### src/rtl/led_pattern_decoder.sv
// led_pattern_decoder: maps a selector onto LED_N registered LED lines.
// There are four display modes: one-hot, thermometer, blink and chase.
// Blink and chase are timed by an internal BLINK_DIV divider.
// Each LED line has its own small lit-decision lane. The top level holds the shared
// divider, the blink phase, the chase position and the output register.

// Decides whether one LED line is lit. The decision is polarity-free.
module led_pattern_lane #(
    parameter int SEL_W = 3,
    parameter int IDX   = 0
) (
    input  logic [1:0]       mode,
    input  logic [SEL_W-1:0] sel,
    input  logic             sel_ok,
    input  logic             phase,
    input  logic [SEL_W-1:0] pos,
    output logic             lit
);
    localparam logic [SEL_W-1:0] IDX_V = SEL_W'(IDX);

    logic is_sel;
    assign is_sel = sel_ok && (sel == IDX_V);

    // Per-mode lit decision for this line
    always_comb begin
        lit = 1'b0;
        unique case (mode)
            2'd0: lit = is_sel;
            2'd1: lit = !sel_ok || (IDX_V <= sel);
            2'd2: lit = phase && is_sel;
            2'd3: lit = (pos == IDX_V);
            default: lit = 1'b0;
        endcase
    end
endmodule

module led_pattern_decoder #(
    parameter int         SEL_W      = 3,
    parameter int         LED_N      = 8,
    parameter logic [2:0] EN_CODE    = 3'd4,
    parameter int         BLINK_DIV  = 4,
    parameter int         ACTIVE_LOW = 1
) (
    input  logic             clk,
    input  logic             rst,
    input  logic [2:0]       enable,
    input  logic [1:0]       mode,
    input  logic [SEL_W-1:0] sel,
    output logic [LED_N-1:0] led
);
    localparam int               CNT_W   = (BLINK_DIV > 1) ? $clog2(BLINK_DIV) : 1;
    localparam logic [CNT_W-1:0] CNT_MAX = CNT_W'(BLINK_DIV - 1);
    localparam logic [SEL_W-1:0] POS_MAX = SEL_W'(LED_N - 1);
    localparam logic [SEL_W:0]   LED_LIM = (SEL_W + 1)'(LED_N);
    localparam logic [LED_N-1:0] LED_OFF = (ACTIVE_LOW != 0) ? '1 : '0;

    // Divider and pattern state
    logic [CNT_W-1:0] cnt, cnt_d;
    logic             phase, phase_d;
    logic [SEL_W-1:0] pos, pos_d;
    logic [1:0]       mode_q;
    logic             first_q;

    logic             active, sel_ok, restart, tick;
    logic [LED_N-1:0] lane_lit, lit_d;

    assign active = (enable == EN_CODE);
    assign sel_ok = ({1'b0, sel} < LED_LIM);

    // Next-state: restart on disable, mode change or first edge after reset
    always_comb begin
        cnt_d   = cnt;
        phase_d = phase;
        pos_d   = pos;
        restart = !active || (mode != mode_q) || first_q;
        tick    = (cnt == CNT_MAX);
        if (restart) begin
            cnt_d   = '0;
            phase_d = 1'b1;
            pos_d   = sel_ok ? sel : '0;
        end else begin
            cnt_d = tick ? '0 : cnt + 1'b1;
            if (tick) begin
                phase_d = ~phase;
                pos_d   = (pos == POS_MAX) ? '0 : pos + 1'b1;
            end
        end
    end

    // One lane per LED line, fed with the next-state phase/pos so the
    // output register shows the pattern of the edge that produced it.
    for (genvar i = 0; i < LED_N; i++) begin : g_lane
        led_pattern_lane #(
            .SEL_W (SEL_W),
            .IDX   (i)
        ) u_lane (
            .mode   (mode),
            .sel    (sel),
            .sel_ok (sel_ok),
            .phase  (phase_d),
            .pos    (pos_d),
            .lit    (lane_lit[i])
        );
    end

    // Inactive display wins over every mode, including a same-edge mode change
    assign lit_d = active ? lane_lit : '0;

    // State and output registers; polarity applied only at the pin drive
    always_ff @(posedge clk or posedge rst) begin
        if (rst) begin
            cnt     <= '0;
            phase   <= 1'b1;
            pos     <= '0;
            mode_q  <= 2'd0;
            first_q <= 1'b1;
            led     <= LED_OFF;
        end else begin
            cnt     <= cnt_d;
            phase   <= phase_d;
            pos     <= pos_d;
            mode_q  <= mode;
            first_q <= 1'b0;
            led     <= (ACTIVE_LOW != 0) ? ~lit_d : lit_d;
        end
    end
endmodule
### config.mk
export PLATFORM = sky130hd
export DESIGN_NAME = led_pattern_decoder
export DESIGN_NICKNAME = d
export VERILOG_FILES = /design/src/rtl/led_pattern_decoder.sv
export SDC_FILE = /design/constraint.sdc
export NUM_CORES = 1
export LEC_CHECK = 0
export ABC_CLOCK_PERIOD_IN_PS = 1900
export BUFFER_PORTS_ARGS = -buffer_cell sky130_fd_sc_hd__buf_2
export CORE_UTILIZATION = 41
export DETAILED_ROUTE_END_ITERATION = 7
export GPL_ROUTABILITY_DRIVEN = 1
export PLACE_DENSITY_LB_ADDON = 0.15
export REMOVE_ABC_BUFFERS = 1
export SLEW_MARGIN = 40
export SYNTH_ARGS = -nofsm -noshare
export SYNTH_HDL_FRONTEND = slang
export SYNTH_SLANG_ARGS = --single-unit
export TNS_END_PERCENT = 5
### constraint.sdc
create_clock -name clk -period 1.9 [get_ports clk]
set_input_delay 0.095 -clock clk [delete_from_list [all_inputs] [get_ports clk]]
set_output_delay 0.095 -clock clk [all_outputs]
set_load 0.01 [all_outputs]
==> flow_summary.json, run 1 <==
{
  "dpl_cell_area_mm2": 0.00132,
  "crit_path_end_kind": "flop",
  "post_cts_buffers": 0,
  "ys_async_sr_fraction": 1.00,
  "worstSetupPathType": "flop to flop",
  "power_leakage_uw": 0.000563,
  "clock-sinks": 17,
  "fin_ws_ns": 0.0792,
  "netlist_instances": 134,
  "yosysMostFrequentCell": "nand2_1",
  "dp_cells": 183,
  "row_count": 18,
  "synth-adder-area-share": 0.0324,
  "synth_common_cells": "nand2_1, dfstp_2, o21ai_0",
  "cts_tree": "built",
  "avgSynthCellArea_um2": 8.66,
  "grt_max_degree": 20,
  "outcome": "completed",
  "min_period_over_period": 0.958,
  "ir_worst_vdd_uv": 412,
  "synth-seq-cells": 17,
  "core-area_mm2": 0.00257,
  "via_per_inst": 5.97,
  "critPathMaxFanout": 4,
  "p_per_area_mw_per_mm2": 544,
  "dr.pass1.iters": 4,
  "drc": 0,
  "gp_congestion": 0.893,
  "clock_latency_ns": 0.30,
  "grt_pass1_wl_um": 4620,
  "yosysWarnings": 0,
  "hpwl_um": 2010,
  "synth_top_area_share": 0.227,
  "numCtsBuffers": 3,
  "yosysTopAreaCell": "dfstp_2",
  "drv_cap": 0,
  "routed_wl_um": 2840,
  "die-area_mm2": 0.00305,
  "overflow": 0,
  "synth_edf_count": 0,
  "setup-violations-final": 0,
  "drt_iter0_drc": 52,
  "layout-drive-gt1-share": 0.342,
  "relSlewSlack": 0.570,
  "synth_area_leaders": "dfstp_2, dfrtp_1, nand2_1, o21ai_0, a21oi_1",
  "start_kind": "flop",
  "ant_nets": 0,
  "yosys.cell_types.count": 43,
  "synth-simple-area-share": 0.210,
  "yosysSeqAreaShare": 0.378,
  "critPathRequiredTime_ns": 2.14,
  "path_clk_slew_ns": 0.10,
  "hold_ws_ns": 0.116,
  "io_pins": 18,
  "hold_viol_final": 0,
  "fin_skew_ns": 0.00661,
  "syn_area_mm2": 0.00116,
  "place_ws_ns": 0.0314,
  "clockRootBuffer": "clkbuf_4",
  "synthFlopType": "dfstp_2",
  "stdcell_count": 188,
  "diodes": 0,
  "fmax_mhz": 549,
  "synthXorXnorAreaFrac": 0.0227,
  "tightest_slew_ns": 0.644,
  "tns_ns": 0,
  "synth_compound_area_frac": 0.263,
  "clockBufferDepth": 2,
  "area_delta_synth_final_pct": 19.4,
  "finalInstanceArea_mm2": 0.00139,
  "portBuffers": 17,
  "vias": 1122,
  "finalMaxSlewViolations": 0,
  "track_usage": 0.220,
  "fin_nets": 172,
  "arrival_ns": 2.06,
  "grt_pass1_vias": 1004,
  "synth_top_family_by_area": "compound AO/OA/AOI/OAI gates",
  "die_y_um": 55.2,
  "muxShareOfSynthArea": 0.0356,
  "grt_setup_unrepaired": "true",
  "initial_utilization": 0.452,
  "hold_path.class": "primary input to flop",
  "antenna_found_initial": 0,
  "post-route-min-period_ns": 1.82,
  "die_w_um": 55.2,
  "cts_max_level": 1,
  "detail_route.wl_per_cell_um": 15.1
}
-- kinds of logic (layout without fill, tap and decap cells) --
| logic type | count (synthesis) | in the layout |
|---|---|---|
| AO/OA/AOI/OAI | 45 | 45 |
| XOR/XNOR | 3 | 3 |
| adder cells (fa/ha/maj) | 3 | 3 |
| buffers and inverters | 14 | 38 |
| flip-flops | 17 | 17 |
| multiplexers | 4 | 4 |
| other | 1 | 1 |
| AND/OR/NAND/NOR | 47 | 47 |
-- layout make-up --
| class | instances | area, um^2 |
|---|---|---|
| Sequential cell | 17 | 438 |
| Clock buffer | 4 | 26.3 |
| Tap cell | 30 | 37.5 |
| Fill cell | 250 | 1180 |
| Inverter | 5 | 18.8 |
| Multi-Input combinational cell | 103 | 687 |
| Timing Repair Buffer | 29 | 178 |
-- worst paths after layout --
path | start | to | slack [ns] | cells past startpoint
setup reg to reg | pos[0] | led[6] | 0.08 | 8
min in group asynchronous | rst | mode_q[1] | 0.41 | 3
hold / removal | sel[1] | pos[1] | 0.12 | 3
setup / recovery | pos[0] | led[6] | 0.08 | 8
max in group asynchronous | rst | cnt[0] | 1.07 | 3
hold reg to reg | cnt[0] | cnt[0] | 0.45 | 1
-- power by group --
part	switching, uW	internal (uW)
Combinational	102	61.8
Sequential	6.32	378
Clock	123	82.0
Total	231	522
-- timing repair --
item / in CTS / in global routing
endpoints found under the setup margin: 0 / 4
resized for setup: 0 / 7
hold endpoints to repair: 7 / 0
hold buffers: 1 / 0
-- worst max-delay path, cell delays in order, from the launching register on --
cell	delay (ns)
dfrtp_1	0.40
ha_1	0.19
ha_1	0.29
mux2i_2	0.24
nor4_1	0.07
buf_4	0.17
a21oi_2	0.17
a211oi_2	0.08
o21ai_1	0.14
-- sequential cells by signal, summed over array words and instances, names as in the netlist --
signal	count
first_q	1
cnt	2
pos	3
phase	1
led	8
mode_q	2
-- per-layer routing --
metal,track usage,part of all wire,up-vias
li1,-,-,532
met1,0.302,0.44,538
met2,0.323,0.48,47
met3,0.0656,0.068,5
met4,0.0792,0.012,0
met5,0,0,-
-- through the flow --
stage / power, uW / utilization
2_1_floorplan: 480 / -
4_1_cts: 755 / 0.528
6_report: 753 / 0.539
3_5_place_dp: 544 / 0.514
3_3_place_gp: 543 / 0.514
5_1_grt: 791 / 0.539
-- layout by cell type (no fill, tap or decap), drive strengths merged, types with 2 or more instances in the layout --
master,instances
nor2b,3
dfrtp,7
nor2,9
ha,3
nor3b,2
a22oi,3
a211oi,5
a31oi,3
o32ai,3
o21ai,15
buf,28
dfstp,10
a21oi,9
inv,5
nand3,2
xor2,2
nand2,17
mux2i,3
nor4,2
nor3,5
clkbuf,4
nand2b,2
a22o,2
Note: power is estimated with default switching activity, not from simulation.
==> run 2, diff against run 1 <==
--- a/config.mk
+++ b/config.mk
@@ -8,6 +8,7 @@
 export ABC_CLOCK_PERIOD_IN_PS = 1900
 export BUFFER_PORTS_ARGS = -buffer_cell sky130_fd_sc_hd__buf_2
 export CORE_UTILIZATION = 41
+export CTS_BUF_LIST = sky130_fd_sc_hd__clkbuf_8 sky130_fd_sc_hd__clkbuf_16
 export DETAILED_ROUTE_END_ITERATION = 7
 export GPL_ROUTABILITY_DRIVEN = 1
 export PLACE_DENSITY_LB_ADDON = 0.15
==> run 2 against run 1 <==
First-iteration DRC count decreased by 44%. Die area unchanged. Register-to-register slack hardly changed. Worst hold slack better by 0.049 ns. Clock power grew 33%. Critical path type unchanged. Highest routed layer unchanged.
==> flow_summary.json, run 2 (same netlist as run 1, synthesis figures left out) <==
{
  "fin_skew_ns": 0.00381,
  "overflow": 0,
  "vias": 1082,
  "largestRegisters": "led: 8 flops, pos: 3 flops",
  "core-area_mm2": 0.00257,
  "cts_tree": "built",
  "fin_nets": 172,
  "drt_iter0_drc": 29,
  "cts_max_level": 1,
  "power_leakage_uw": 0.000575,
  "min_period_over_period": 0.951,
  "hold_path.class": "primary input to flop",
  "grt_max_degree": 20,
  "critPathMaxFanout": 10,
  "drv_cap": 0,
  "drc": 0,
  "stdcell_count": 188,
  "antenna_found_initial": 0,
  "clock-sinks": 17,
  "post-route-min-period_ns": 1.81,
  "initial_utilization": 0.452,
  "post_cts_buffers": 0,
  "layout-drive-gt1-share": 0.342,
  "top_layer_used": "met4",
  "routed_wl_um": 2890,
  "gp_congestion": 0.893,
  "hpwl_um": 2010,
  "portBuffers": 17,
  "layout_common_cells": "nand2_1, buf_2, buf_4, o21ai_0, dfstp_2",
  "start_kind": "flop",
  "worstSetupPathType": "flop to flop",
  "crit_path_end_kind": "flop",
  "io_pins": 18,
  "finalInstanceArea_mm2": 0.00140,
  "grt_pass1_vias": 1009,
  "fmax_mhz": 553,
  "dpl_cell_area_mm2": 0.00132,
  "finalPower_uw": 820,
  "numCtsBuffers": 3,
  "track_usage": 0.217,
  "arrival_ns": 1.98,
  "row_count": 18,
  "ir_worst_vdd_uv": 580,
  "dr_wl_met2_um": 1330,
  "p_per_area_mw_per_mm2": 584,
  "setup-violations-final": 0,
  "ant_nets": 0,
  "regMostFlops": "led",
  "relSlewSlack": 0.569,
  "hold_viol_final": 0,
  "wl_met1_um": 1330,
  "path_clk_slew_ns": 0.07,
  "dr.pass1.iters": 4,
  "die_w_um": 55.2,
  "clock_latency_ns": 0.26,
  "diodes": 0,
  "area_delta_synth_final_pct": 21.0,
  "clockBufferDepth": 2,
  "wl_met3_um": 208,
  "die-area_mm2": 0.00305,
  "critPathRequiredTime_ns": 2.07,
  "largest_register_ffs": 8,
  "detail_route.wl_per_cell_um": 15.3,
  "n_fill_cell": 244,
  "grt_setup_unrepaired": "true",
  "dp_cells": 183,
  "grt_pass1_wl_um": 4620,
  "die_y_um": 55.2,
  "via_per_inst": 5.76,
  "tightest_slew_ns": 0.646,
  "clockRootBuffer": "clkbuf_8",
  "finalMaxSlewViolations": 0,
  "outcome": "completed"
}
==> run 2: cell count changes in the layout (fill, tap and decap cells not counted), sizes merged <==
cell    change
clkbuf      -1
inv         +1
==> run 2: power by group <==
| group | leakage (uW) | internal [uW] | switching, uW |
|---|---|---|---|
| sequential | 0.000191 | 378 | 6.35 |
| clock | 0.0000269 | 144 | 128 |
| combinational | 0.000357 | 61.8 | 103 |
| total | 0.000575 | 584 | 237 |
==> run 2: stage by stage <==
| stage | setup TNS, ns | hold WS (ns) | setup WS [ns] | utilization |
|---|---|---|---|---|
| 3_5_place_dp | 0 | 0.221 | 0.0314 | 0.514 |
| 2_1_floorplan | 0 | 0.0138 | 0.0345 | - |
| 3_3_place_gp | 0 | 0.208 | 0.0515 | 0.514 |
| 4_1_cts | 0 | 0.165 | 0.0181 | 0.536 |
| 5_1_grt | -0.100 | 0.173 | -0.0863 | 0.547 |
| 6_report | 0 | 0.166 | 0.0929 | 0.547 |
==> run 2: cell type report <==
class                           count  area (um^2)  area share
Timing Repair Buffer               29          178       0.127
Multi-Input combinational cell    103          687       0.489
Inverter                            5         18.8      0.0134
Tap cell                           30         37.5      0.0267
Sequential cell                    17          438       0.312
Clock inverter                      1         3.75     0.00267
Clock buffer                        3         41.3      0.0294
==> run 2: worst max-delay path, stage by stage (launching register included) <==
cell	delay, ns
dfrtp_1	0.38
xor2_1	0.19
nor3_2	0.53
nor2_1	0.07
a2111oi_0	0.41
a21oi_1	0.13
==> run 2: per-layer routing <==
layer  GRT usage  up-vias
met4      0.0625        0
met1       0.304      499
met2       0.317       47
met5           0        -
met3      0.0683        4
li1            -      532
==> run 2: worst paths after layout <==
| check | from | to | slack, ns | cells past startpoint |
|---|---|---|---|---|
| worst max-delay path | mode_q[1] | led[7] | 0.09 | 5 |
| worst min register to register | cnt[0] | cnt[0] | 0.45 | 1 |
| min in group asynchronous | rst | mode_q[1] | 0.47 | 3 |
| worst max register to register | mode_q[1] | led[7] | 0.09 | 5 |
| max in group asynchronous | rst | cnt[0] | 1.02 | 3 |
| worst min-delay path | sel[2] | pos[2] | 0.17 | 3 |
==> run 2: repair_timing <==
| item | 4_1_cts | 5_1_grt |
|---|---|---|
| setup endpoints to repair | 0 | 4 |
| hold buffers | 1 | 0 |
| hold endpoints to repair | 7 | 0 |
| resized for setup | 0 | 7 |
==> run 3, diff against run 2 <==
--- a/config.mk
+++ b/config.mk
@@ -7,10 +7,11 @@
 export LEC_CHECK = 0
 export ABC_CLOCK_PERIOD_IN_PS = 1900
 export BUFFER_PORTS_ARGS = -buffer_cell sky130_fd_sc_hd__buf_2
-export CORE_UTILIZATION = 41
+export CORE_UTILIZATION = 50
 export CTS_BUF_LIST = sky130_fd_sc_hd__clkbuf_8 sky130_fd_sc_hd__clkbuf_16
 export DETAILED_ROUTE_END_ITERATION = 7
 export GPL_ROUTABILITY_DRIVEN = 1
+export MAX_ROUTING_LAYER = met4
 export PLACE_DENSITY_LB_ADDON = 0.15
 export REMOVE_ABC_BUFFERS = 1
 export SLEW_MARGIN = 40
==> run 3 against run 2 <==
Die area decreased by 17%. Power up 2.2%. Sequential share of layout area shrank 1.7 points. Sequential cell count did not move. Critical path depth increased by 2. Highest routed layer unchanged. Cell area grew 5.8%. Routed wire length rose by 12%. Cell count up 2.7%. Combinational power up 15%. Global-route usage grew 5.7 points. Maximum frequency is 1.0% lower. Sequential power barely moved.
==> flow_summary.json, run 3 (same netlist as run 1, synthesis figures left out) <==
{
  "critPathRequiredTime_ns": 2.08,
  "drt_iter0_drc": 72,
  "routed_wl_um": 3240,
  "clock-sinks": 17,
  "worstHoldStart": "sel[2]",
  "setup-violations-final": 0,
  "dpl_cell_area_mm2": 0.00136,
  "clockRootBuffer": "clkbuf_8",
  "regArea_um2": 438,
  "hpwl_um": 2250,
  "initial_utilization": 0.529,
  "fin_nets": 179,
  "finalInstanceArea_mm2": 0.00149,
  "die_y_um": 50.2,
  "layout_common_cells": "buf_4, nand2_1, buf_2, o21ai_0, dfstp_2",
  "multi_input_area_um2": 718,
  "arrival_ns": 2.00,
  "overflow": 0,
  "start_kind": "flop",
  "detail_route.wl_per_cell_um": 16.8,
  "layout-drive-gt1-share": 0.376,
  "row_count": 17,
  "hold_path.class": "primary input to flop",
  "n_fill_cell": 168,
  "area_delta_synth_final_pct": 28.0,
  "die_w_um": 50.2,
  "io_pins": 18,
  "clockBufferDepth": 2,
  "grt_pass1_vias": 1046,
  "numCtsBuffers": 3,
  "post-route-min-period_ns": 1.83,
  "grt_pass1_wl_um": 4950,
  "clock_latency_ns": 0.25,
  "largest_register_ffs": 8,
  "hold_viol_final": 0,
  "critPathMaxFanout": 3,
  "min_period_over_period": 0.961,
  "fin_skew_ns": 0.00463,
  "stdcell_count": 193,
  "largestRegisters": "led: 8 flops, pos: 3 flops",
  "r2r_end": "led[3]",
  "worst-r2r-cell-count": 7,
  "hold_ws_ns": 0.187,
  "finalMaxSlewViolations": 0,
  "ant_nets": 0,
  "core-area_mm2": 0.00219,
  "outcome": "completed",
  "min_to": "pos[2]",
  "portBuffers": 17,
  "drc": 0,
  "antenna_found_initial": 0,
  "tightest_slew_ns": 0.634,
  "worstSetupPathType": "flop to flop",
  "via_per_inst": 6.35,
  "fmax_mhz": 548,
  "regMostFlops": "led",
  "ir_worst_vdd_uv": 437,
  "gp_congestion": 0.954,
  "dr.pass1.iters": 4,
  "drv_cap": 0,
  "final_common_cell": "buf_4",
  "relSlewSlack": 0.577,
  "power_leakage_uw": 0.000610,
  "diodes": 0,
  "grt_setup_unrepaired": "true",
  "p_per_area_mw_per_mm2": 564,
  "track_usage": 0.274,
  "crit_path_end_kind": "flop",
  "die-area_mm2": 0.00252,
  "grt_max_degree": 20,
  "r2r_slack_ns": 0.07,
  "cts_tree": "built",
  "r2r_start": "pos[1]",
  "path_clk_slew_ns": 0.07,
  "min_path_cells": 3,
  "tns_ns": 0,
  "cts_max_level": 1,
  "vias": 1226,
  "dp_cells": 186
}
## run 3: per-stage QoR
| stage | util | setup slack (ns) | total power, uW |
|---|---|---|---|
| finish | 0.678 | 0.0739 | 838 |
| global route | 0.678 | -0.00366 | 876 |
| CTS | 0.644 | 0.0197 | 820 |
| detailed placement | 0.619 | 0.0277 | 551 |
| global placement | 0.619 | 0.0874 | 547 |
| floorplan | - | 0.0345 | 480 |
## run 3: repair_timing
item	CTS	global route
hold buffers	1	0
endpoints found under the hold margin	7	0
setup endpoints to repair	0	7
resized for setup	0	10
setup buffers	0	2
## run 3: per-layer routing
metal / share of wire / routed length (um) / GRT usage
met1: 0.40 / 1280 / 0.360
met2: 0.50 / 1620 / 0.429
met3: 0.076 / 247 / 0.0273
met4: 0.028 / 92 / 0.119
met5: 0 / 0 / -
## run 3: worst max path at each step
stage	startpoint	end
6_report	pos[1]	led[3]
5_1_grt	pos[1]	led[6]
4_1_cts	pos[0]	led[3]
3_5_place_dp	pos[0]	led[3]
3_3_place_gp	pos[0]	led[6]
2_1_floorplan	pos[0]	led[6]
## run 3: power by group
group / internal (uW) / total [uW] / switching (uW)
registers: 378 / 386 / 7.82
logic: 76.1 / 188 / 112
clock network: 143 / 264 / 121
## run 3: layout make-up
class / instances / area share
clock buffers: 3 / 0.0278
clock inverters: 1 / 0.00253
inverters: 5 / 0.0126
multi-input cells: 103 / 0.484
flip-flops and latches: 17 / 0.295
well taps: 28 / 0.0236
repair buffers: 36 / 0.155
## run 3: worst max-delay path, stage by stage, from the launching register on
cell,delay (ns)
dfrtp_1,0.38
ha_2,0.20
ha_4,0.27
mux2i_4,0.07
buf_4,0.15
and3_1,0.20
a32o_1,0.28
a22oi_1,0.19
